**config.mk**
```make
export PLATFORM = sky130hd
export DESIGN_NAME = arb_mux_nto1
export DESIGN_NICKNAME = d
export VERILOG_FILES = /design/src/rtl/arb_mux_nto1.sv
export SDC_FILE = /design/constraint.sdc
export NUM_CORES = 1
export LEC_CHECK = 0
export BUFFER_PORTS_ARGS = -buffer_cell sky130_fd_sc_hd__buf_2
export CAP_MARGIN = 10
export CORE_ASPECT_RATIO = 1.1
export CORE_MARGIN = 5
export CORE_UTILIZATION = 28
export CTS_CLUSTER_DIAMETER = 40
export DETAILED_ROUTE_END_ITERATION = 8
export HOLD_SLACK_MARGIN = 0.08
export PLACE_DENSITY = 0.56
export SLEW_MARGIN = 20
export SYNTH_ARGS = -nofsm -noshare
export SYNTH_HDL_FRONTEND = slang
export SYNTH_SLANG_ARGS = --single-unit
```
**constraint.sdc**
```tcl
create_clock -name clk_i -period 2.5 [get_ports clk_i]
set_clock_uncertainty 0.05 [all_clocks]
set_input_delay 0.25 -clock clk_i [delete_from_list [all_inputs] [get_ports clk_i]]
set_output_delay 0.25 -clock clk_i [all_outputs]
set_load 0.02 [all_outputs]
```
**src/rtl/arb_mux_nto1.sv**
```systemverilog
// N-to-1 arbitrated multiplexer with a registered output stage.
// Selects one requesting channel per cycle, by fixed priority or round-robin, and holds it under downstream backpressure.
module arb_mux_nto1 #(
   parameter int SIZE  = 32,
   parameter int NUM   = 3,
   parameter int SEL_W = 2,
   parameter int MODE  = 1
) (
   input  logic                  clk_i,
   input  logic                  rst_i,
   input  logic [NUM-1:0]        req_i,
   input  logic [NUM*SIZE-1:0]   data_i,
   output logic [NUM-1:0]        gnt_o,
   output logic [SIZE-1:0]       data_o,
   output logic [SEL_W-1:0]      sel_o,
   output logic                  valid_o,
   input  logic                  ready_i
);

   logic [SIZE-1:0]  r_data;
   logic [SEL_W-1:0] r_sel;
   logic             r_valid;
   logic [SEL_W-1:0] r_ptr;

   logic             w_load;
   logic             w_grant;
   logic             w_found;
   logic [SEL_W-1:0] w_idx;
   logic [SIZE-1:0]  w_data;
   logic [NUM-1:0]   w_gnt;
   logic [SEL_W-1:0] w_ptr_next;

   // The output register can take a new word when it is empty or being drained this cycle.
   assign w_load  = !r_valid || ready_i;
   assign w_grant = w_load && (req_i != '0) && !rst_i;

   // Search NUM channels starting at the pointer (round-robin) or at channel 0 (fixed priority).
   always_comb begin
      int v_start;
      int v_c;
      // NOTE: every variable gets a default before the search loop, otherwise a latch is inferred.
      w_found = 1'b0;
      w_idx   = '0;
      v_start = (MODE == 1) ? int'(r_ptr) : 0;
      for (int i = 0; i < NUM; i++) begin
         v_c = v_start + i;
         if (v_c >= NUM) v_c = v_c - NUM;
         if (!w_found && req_i[SEL_W'(v_c)]) begin
            w_found = 1'b1;
            w_idx   = SEL_W'(v_c);
         end
      end
   end

   always_comb begin
      w_data = '0;
      for (int k = 0; k < NUM; k++) begin
         if (SEL_W'(k) == w_idx) w_data = data_i[k*SIZE +: SIZE];
      end
   end

   always_comb begin
      w_gnt = '0;
      if (w_grant) w_gnt[w_idx] = 1'b1;
   end

   assign w_ptr_next = (w_idx == SEL_W'(NUM - 1)) ? '0 : w_idx + 1'b1;

   // NOTE: sequential state uses non-blocking assignments so all registers update from pre-edge values.
   always_ff @(posedge clk_i) begin
      if (rst_i) begin
         r_data  <= '0;
         r_sel   <= '0;
         r_valid <= 1'b0;
         r_ptr   <= '0;
      end else if (w_load) begin
         if (w_grant) begin
            r_data  <= w_data;
            r_sel   <= w_idx;
            r_valid <= 1'b1;
            if (MODE == 1) r_ptr <= w_ptr_next;
         end else begin
            r_valid <= 1'b0;
         end
      end
   end

   assign gnt_o   = w_gnt;
   assign data_o  = r_data;
   assign sel_o   = r_sel;
   assign valid_o = r_valid;

endmodule

```
Word level (Yosys, flattened, before mapping)
Cells that the tools add are included.
{ "word_totals": {"regBits": 37, "input_bits": 102, "output_inout_bits": 38, "word_cells": 59} }
{ "op_classes": {"addsub": 6, "order_cmp": 8, "eq_ne": 3, "mux": 25, "n_reduce_logical": 13} }
{ "ops": {"columns": ["op", "n"], "rows": [
  ["$mux W32", 3],
  ["$mux W2", 7],
  ["$lt A2 B4 Y1 const B", 3],
  ["$mux W1", 10],
  ["$bmux W1 S2", 3],
  ["$ge A3 B2 Y1 const B", 2],
  ["$sub A2 B2 Y2 const B", 3],
  ["$logic_and A1 B1 Y1", 5],
  ["$logic_not A1 Y1", 4],
  ["$add A2 B1 Y3 const B", 1],
  ["$add A2 B2 Y3 const B", 1],
  ["$lt A2 B3 Y1 const B", 1],
  ["$mux W3", 1],
  ["$reduce_bool A3 Y1", 1],
  ["$add A2 B1 Y2 const B", 1],
  ["$demux W1 S2", 1],
  ["$eq A1 B2 Y1 const A", 1],
  ["$eq A2 B2 Y1 const A", 1],
  ["$eq A2 B2 Y1 const B", 1],
  ["$ge A2 B1 Y1 const B", 1],
  ["$ge A2 B2 Y1 const B", 1],
  ["$logic_not A2 Y1", 1],
  ["$reduce_and A2 Y1", 1],
  ["$logic_or A1 B1 Y1", 1]
]} }

Longest topological paths before layout
Gate-level depths: netlist of the first run.
{ "depth": {"word_depth": 17, "mapped_depth": 8, "depth_no_buf": 7} }

Worst setup path before layout of the first run
OpenSTA, ideal clock, no wires.
{ "synth_timing": {"kind": "register -> output", "start": "register r_ptr[0]", "end": "output gnt_o[0]", "arrival_ps": 1745, "required_time_ps": 2200, "path_slack_ps": 455, "path_stages_with_launch": 9, "n_path_buf": 1, "cell_sequence": "dfxtp_1 > inv_1 > ha_1 > nor2b_1 > o21ai_1 > o2bb2ai_2 > buf_4 > nand3_1 > inv_1"} }
{ "synth_between": {"elab_chain_len": 17, "elab_cells_between_ends": 35, "cone_classes": "add/sub: 5; order compare: 5; mux: 20; reduce/logical: 5"} }
{ "synth_rtl": {"columns": ["element", "line_no", "source"], "rows": [
  ["start: declaration", "23", "logic [SEL_W-1:0] r_ptr;"],
  ["start signal: assignment", "81", "if (MODE == 1) r_ptr <= w_ptr_next;"],
  ["branches (longest 11 deep; another with $add A2 B1 Y3)", null, null],
  ["$mux W2 *", "48", "if (!w_found && req_i[SEL_W'(v_c)]) begin"],
  ["$lt A2 B3 Y1 (implied by the code) or $ge A2 B1 Y1 (tied branches)", "64", "if (w_grant) w_gnt[w_idx] = 1'b1;"],
  ["$logic_and A1 B1 Y1 (implied by the code)", "64", null],
  ["$mux W1 (implied by the code)", "64", null],
  ["$demux W1 S2 *", "64", null],
  ["$mux W3 *", "64", null],
  ["end: declaration", "13", "output logic [NUM-1:0] gnt_o,"]
]} }
Every way passes the cells marked *. The select of a mux whose other input is x is not followed.

Worst setup path after layout of the first run
{ "layout_timing": {"start": "register r_ptr[0]", "end": "output gnt_o[1]"} }
The elaborated chain is that of the path after synthesis.

==> run metrics, run 1 <==
outcome=finished, final reports clean; Die Y=a little over 100 µm; Final ANT Viol Nets=0; crit path kind=reg2out; fin worst setup slack=0.132 ns; Post-Route WL=roughly 7300 µm; share of cells above drive strength 1=around half; die area=approximately 9400 µm²; drt pass-1 iters=4; Final period util=94.7%; final setup fails=0; CTS Hold Buffers Added=0; unrepaired setup endpoints after global routing=yes; Layout area overhead=45.8%; io pins=140; Synth Net Count=350; Yosys top cell area share=34.9%; Post-synth EDFFs=0; vias=between 2000 and 2500; root buf cell=clkbuf_8; maximum number of pins on one net before global-route repair=21; CP arrival=approximately 2.1 ns; antenna fix cells=0; clk_lat worst skew=approximately 0.28 ns; Peak VDD IR=between 0.15 and 0.2 mV; footprint of the multi-input gates=roughly 1300 µm²; Least-Margin Pin Slew=between 0.5 and 0.6 ns; vias per cell=~4.9; Std-Cell Rows=33; FILL cells=790; pre-CTS worst setup slack=0.162 ns; Clock Sinks=37; combinational share of power=33.8%; Synth Flop Type=dfxtp_1; wire length of the first global-routing pass=between 10000 and 15000 µm; f_max=~0.42 GHz; Top cell by count, worst path=inv_1; Slew Limit Fails=0; Die X=just over 90 µm; #FFs+latches synth=37; post-synthesis mux area share=5.66%; area share of xor/xnor cells in the synthesized design=0%; Post-Layout Cell Count=471; Nets=a little under 500; Synth Area in Adders=approximately 2.4%; FF+latch area=between 700 and 800 µm²; async set-reset flop share out of synthesis=0%; Critical Path Fanout Max=5; simple-gate share of the synthesized area=between 15 and 20%; vias in the first global route=between 2000 and 2500; Switching Share=between 30% and 40%; CTS HTree Levels=2; gr usage total=between 10% and 20%; Clk pin slew, worst setup/hold paths=around 0.08 ns; Final Hold Fails=0; Syn Std Cell Area=around 2100 µm²; cell internal pwr=between 1 and 1.5 mW; Max-slew headroom=63.6%; hpwl dp=roughly 5700 µm; type of the worst min-delay path=in2reg; largest area contributor in the netlist=dfxtp_1; CP Cell Sequence=inv_1, ha_1, mux2i_2, or2_4, a21boi_1, nand2_1, inv_1, buf_2; Post-Synthesis Cells=about 240; total grt overflow=0; total CTS buffers=5; CP peak stage delay=~0.38 ns; P_sw=around 0.6 mW; Cells after DPL=between 400 and 500; CTS tree=built; clock share of power=roughly 29%; Compound-Gate Fraction of Synth Area=between 30% and 40%; Pleak=about 1.4 nW; CP startpoint kind=flip-flop; CP required=2.20 ns; Buf/Inv on CP=3; post-route setup TNS=0 ns; port bufs=139; mean area per synthesized cell=around 8.7 µm²; count leader, synth=dfxtp_1; CTS Buffer Depth=2; antenna violations before repair=0; gpl congestion=approximately 0.74; largest family of logic cells by synthesized area=compound AO/OA/AOI/OAI gates; Final Critical Period=roughly 2.4 ns; max cap viols=0; Sequential Power Share=between 30% and 40%; Cell Pwr Density=a little over 600 nW/µm²; Crit path max-delay family=flip-flops; core footprint=about 7400 µm²; Area contributors post-synth=dfxtp_1 35%, a221oi_2 14%, o21ai_0 7.3%; initial DRC count=between 60 and 70; post-layout util=about two fifths; top post-synthesis cells by count=37 x dfxtp_1, 32 x nand2_1, 31 x o21ai_0; Synthesis Warnings=0; Min Hold Slack=about 0.14 ns; critical path's slowest cell=dfxtp_1; WL per Instance=15.5 µm; post-synthesis sequential area ratio=34.9%; Netlist cell types=25; drt drc=0; initial core utilization=between 20% and 30%; CP endpoint kind=output pin
[worst paths after layout]
kind | from | endpoint | slack (ns) | cells after the start
min reg2reg | data_o[1] | data_o[1] | 0.39 | 2
max | r_ptr[0] | gnt_o[1] | 0.13 | 8
min | data_i[67] | data_o[3] | 0.14 | 3
max reg2reg | r_ptr[0] | data_o[31] | 0.28 | 8
[layer usage]
layer	GRT usage (%)	part of all wire (%)
met5	0	0
met4	3.61	0.78
met3	5.72	9.4
met2	26.1	48
met1	18.0	42
[layout make-up]
type,count,share of cell area [%]
Timing Repair Buffer,151,25.8
Clock inverter,1,0.970
Clock buffer,7,2.79
Multi-Input combinational cell,183,42.4
Tap cell,87,3.52
Sequential cell,37,23.9
Inverter,5,0.606
[kinds of logic (layout without fill, tap and decap cells)]
logic type	Yosys count	after routing
compound gates	99	99
simple gates	68	68
flops	37	37
buf+inv	24	164
mux	12	12
fa+ha+maj	4	4
[stage by stage]
| step | instance area, µm² | total power [mW] |
|---|---|---|
| 5_1_grt | 3100 | 1.98 |
| 4_1_cts | 3090 | 1.90 |
| 3_5_place_dp | 2970 | 1.34 |
| 2_1_floorplan | 2120 | 1.10 |
| 6_report | 3100 | 1.87 |
| 3_3_place_gp | 2970 | 1.34 |
[tightest hold or removal path, delay by kind of cell]
kind | cells | cell delay (ns)
AO/OA/AOI/OAI | 2 | 0.13
buffers and inverters | 1 | 0.08
[registers in the layout, indices dropped and copies added (netlist names)]
name	count
valid_o	1
data_o	32
r_ptr	2
sel_o	2
[power groups by stage]
| stage | combinational, mW | sequential, mW | clock [mW] |
|---|---|---|---|
| 2_1_floorplan | 0.309 | 0.788 | 0 |
| 3_3_place_gp | 0.630 | 0.707 | 0 |
| 3_5_place_dp | 0.635 | 0.708 | 0 |
| 4_1_cts | 0.638 | 0.695 | 0.570 |
| 5_1_grt | 0.692 | 0.703 | 0.588 |
| 6_report | 0.632 | 0.694 | 0.542 |
[placed cells by master (no fill, tap or decap), types with 3 or more instances in the layout]
cell type,n
nor2b_1,4
a21oi_1,5
nand2_1,32
inv_1,5
o21ai_1,26
a32oi_1,9
buf_2,139
a221oi_2,20
clkbuf_8,6
nand2b_1,3
mux2i_1,11
dfxtp_1,37
ha_1,4
o21ai_0,31
buf_4,11
and2_1,23
a221oi_1,3
[what timing repair did]
item | CTS | global route
buffers inserted | 0 | 0
pin swaps | 0 | 3
endpoints found under the setup margin | 1 | 3
gates resized for setup | 1 | 2
(Power assumes the default switching activity.)
==> inputs of run 2 (changes only) <==
--- a/config.mk
+++ b/config.mk
@@ -7,13 +7,15 @@
 export LEC_CHECK = 0
 export BUFFER_PORTS_ARGS = -buffer_cell sky130_fd_sc_hd__buf_2
 export CAP_MARGIN = 10
+export CELL_PAD_IN_SITES_DETAIL_PLACEMENT = 0
+export CELL_PAD_IN_SITES_GLOBAL_PLACEMENT = 1
 export CORE_ASPECT_RATIO = 1.1
 export CORE_MARGIN = 5
 export CORE_UTILIZATION = 28
 export CTS_CLUSTER_DIAMETER = 40
 export DETAILED_ROUTE_END_ITERATION = 8
 export HOLD_SLACK_MARGIN = 0.08
-export PLACE_DENSITY = 0.56
+export PLACE_DENSITY = 0.77
 export SLEW_MARGIN = 20
 export SYNTH_ARGS = -nofsm -noshare
 export SYNTH_HDL_FRONTEND = slang
==> run metrics, run 2 (synthesized netlist as in run 1, its figures left out) <==
outcome=finished, final reports clean (unchanged); Levels on crit path=8 (unchanged); Least-Margin Pin Slew=0.487 ns (was 0.543 ns); total power=1.86 mW (was 1.87 mW); Peak VDD IR=0.262 mV (was 0.195 mV); FF+latch area=741 µm² (unchanged); CP endpoint kind=output pin (unchanged); Post-Route WL=7140 µm (was 7290 µm); Final period util=92.1% (was 94.7%); vias=2327 (was 2331); Pleak=1.39 nW (about the same); Hold Path Stages=3 (unchanged); clk_lat worst skew=0.28 ns (about the same); dpl cell area=2930 µm² (was 2970 µm²); Critical Path Fanout Max=5 (unchanged); gpl congestion=0.734 (was 0.744); initial DRC count=27 (was 66); type of the worst min-delay path=in2reg (unchanged); Clk pin slew, worst setup/hold paths=0.07 ns (was 0.08 ns); Worst Min Path Start=data_i[69] (was data_i[67]); Final Hold Fails=0 (unchanged); Worst Hold End=data_o[5] (was data_o[3]); commonest non-fill, non-tap cell in the layout=buf_2 (unchanged); max cap viols=0 (unchanged); unrepaired setup endpoints after global routing=no (was yes); Die X=93.0 µm (unchanged); crit path kind=reg2out (unchanged); antenna fix cells=0 (unchanged); port bufs=139 (unchanged); core footprint=7430 µm² (unchanged); maximum number of pins on one net before global-route repair=25 (was 21); share of cells above drive strength 1=48.3% (was 48.4%); CP arrival=2.00 ns (was 2.07 ns); io pins=140 (unchanged); CTS Buffer Depth=2 (unchanged); pre-CTS worst setup slack=0.192 ns (was 0.162 ns); f_max=0.434 GHz (was 0.422 GHz); antenna violations before repair=0 (unchanged); Clock Sinks=37 (unchanged); post-layout util=41.5% (was 41.6%); Crit path max-delay family=flip-flops (unchanged); Min Hold Slack=0.149 ns (was 0.144 ns); FILL cells=794 (was 790); Cell Pwr Density=602 nW/µm² (was 603 nW/µm²); total grt overflow=0 (unchanged); CP startpoint kind=flip-flop (unchanged); Die Y=101 µm (unchanged); fin worst setup slack=0.197 ns (was 0.132 ns); initial core utilization=28.6% (unchanged); Max-slew headroom=67.5% (was 63.6%); drt drc=0 (unchanged); vias in the first global route=2370 (was 2417); Final Cell Area=3090 µm² (was 3100 µm²); post-route setup TNS=0 ns (unchanged); WL per Instance=15.2 µm (was 15.5 µm); CTS Hold Buffers Added=0 (unchanged); Nets=488 (was 489); CTS tree=built (unchanged); wire length of the first global-routing pass=11100 µm (was 11500 µm); Buf/Inv on CP=3 (unchanged); CP Cell Sequence=inv_1, ha_2, mux2i_4, or2_4, a21boi_1, nand2_1, inv_1, buf_2 (was inv_1, ha_1, mux2i_2, or2_4, a21boi_1, nand2_1, inv_1, buf_2); Final ANT Viol Nets=0 (unchanged); Slew Limit Fails=0 (unchanged); vias per cell=4.95 (about the same); hpwl dp=5500 µm (was 5680 µm); RR Startpoint=r_ptr[0] (unchanged); critical path's slowest cell=dfxtp_1 (unchanged); CTS HTree Levels=2 (unchanged); Cells after DPL=460 (was 463); Final Critical Period=2.30 ns (was 2.37 ns); Layout area overhead=45.4% (was 45.8%); root buf cell=clkbuf_8 (unchanged); die area=9430 µm² (unchanged); Post-Layout Cell Count=470 (was 471); Top cell by count, worst path=inv_1 (unchanged); max reg flops=32 (unchanged); most frequent cells in the layout=139 x buf_2, 37 x dfxtp_1, 32 x nand2_1 (unchanged); Std-Cell Rows=33 (unchanged); drt pass-1 iters=4 (unchanged); total CTS buffers=5 (unchanged); final setup fails=0 (unchanged); R2R Setup Slk=0.32 ns (was 0.28 ns); CP peak stage delay=0.34 ns (was 0.38 ns); r2r worst-path depth=8 (unchanged); CP required=2.20 ns (about the same); R2R Path End=data_o[4] (was data_o[31]); gr usage total=14.6% (was 15.2%); footprint of the multi-input gates=1320 µm² (was 1310 µm²)
[run 2: cell count changes in the layout (fill, tap and decap cells not counted), sizes merged]
cell	previous run	this run
buf	151	150
[run 2: worst min-delay path, cell delays in order]
cell and delay (ns):
buf_2 0.08, a32oi_1 0.07, o21ai_0 0.06
[run 2: worst max path at each step]
stage              from    endpoint  slack [ns]
2_1_floorplan  r_ptr[0]    gnt_o[0]        0.45
3_3_place_gp   r_ptr[0]  data_o[15]        0.23
3_5_place_dp   r_ptr[0]  data_o[28]        0.19
4_1_cts         valid_o    gnt_o[0]        0.02
5_1_grt        r_ptr[1]    gnt_o[1]        0.04
6_report       r_ptr[0]    gnt_o[1]        0.20
[run 2: cell type report]
cell class / count / share of cell area [%]
multi-input cells: 183 / 42.9
repair buffers: 150 / 25.2
inverters: 5 / 0.608
clock buffers: 7 / 2.80
clock inverters: 1 / 0.973
well taps: 87 / 3.53
flip-flops and latches: 37 / 24.0
[run 2: power by group]
group	internal [mW]	switching [mW]
clock network	0.325	0.212
logic	0.267	0.359
registers	0.659	0.0344
total	1.25	0.606
[run 2: metal layers]
metal,track usage (%),vias up,share of wire (%)
met5,0,-,0
met4,3.49,0,0.87
met3,4.83,6,8.6
met2,26.3,92,50
met1,16.9,1057,40
li1,-,1172,-
[run 2: timing repair]
action / CTS / global route
buffers inserted: 2 / 0
pin swaps: 1 / 0
setup endpoints to repair: 1 / 3
gates cloned: 0 / 0
gates resized for setup: 0 / 5
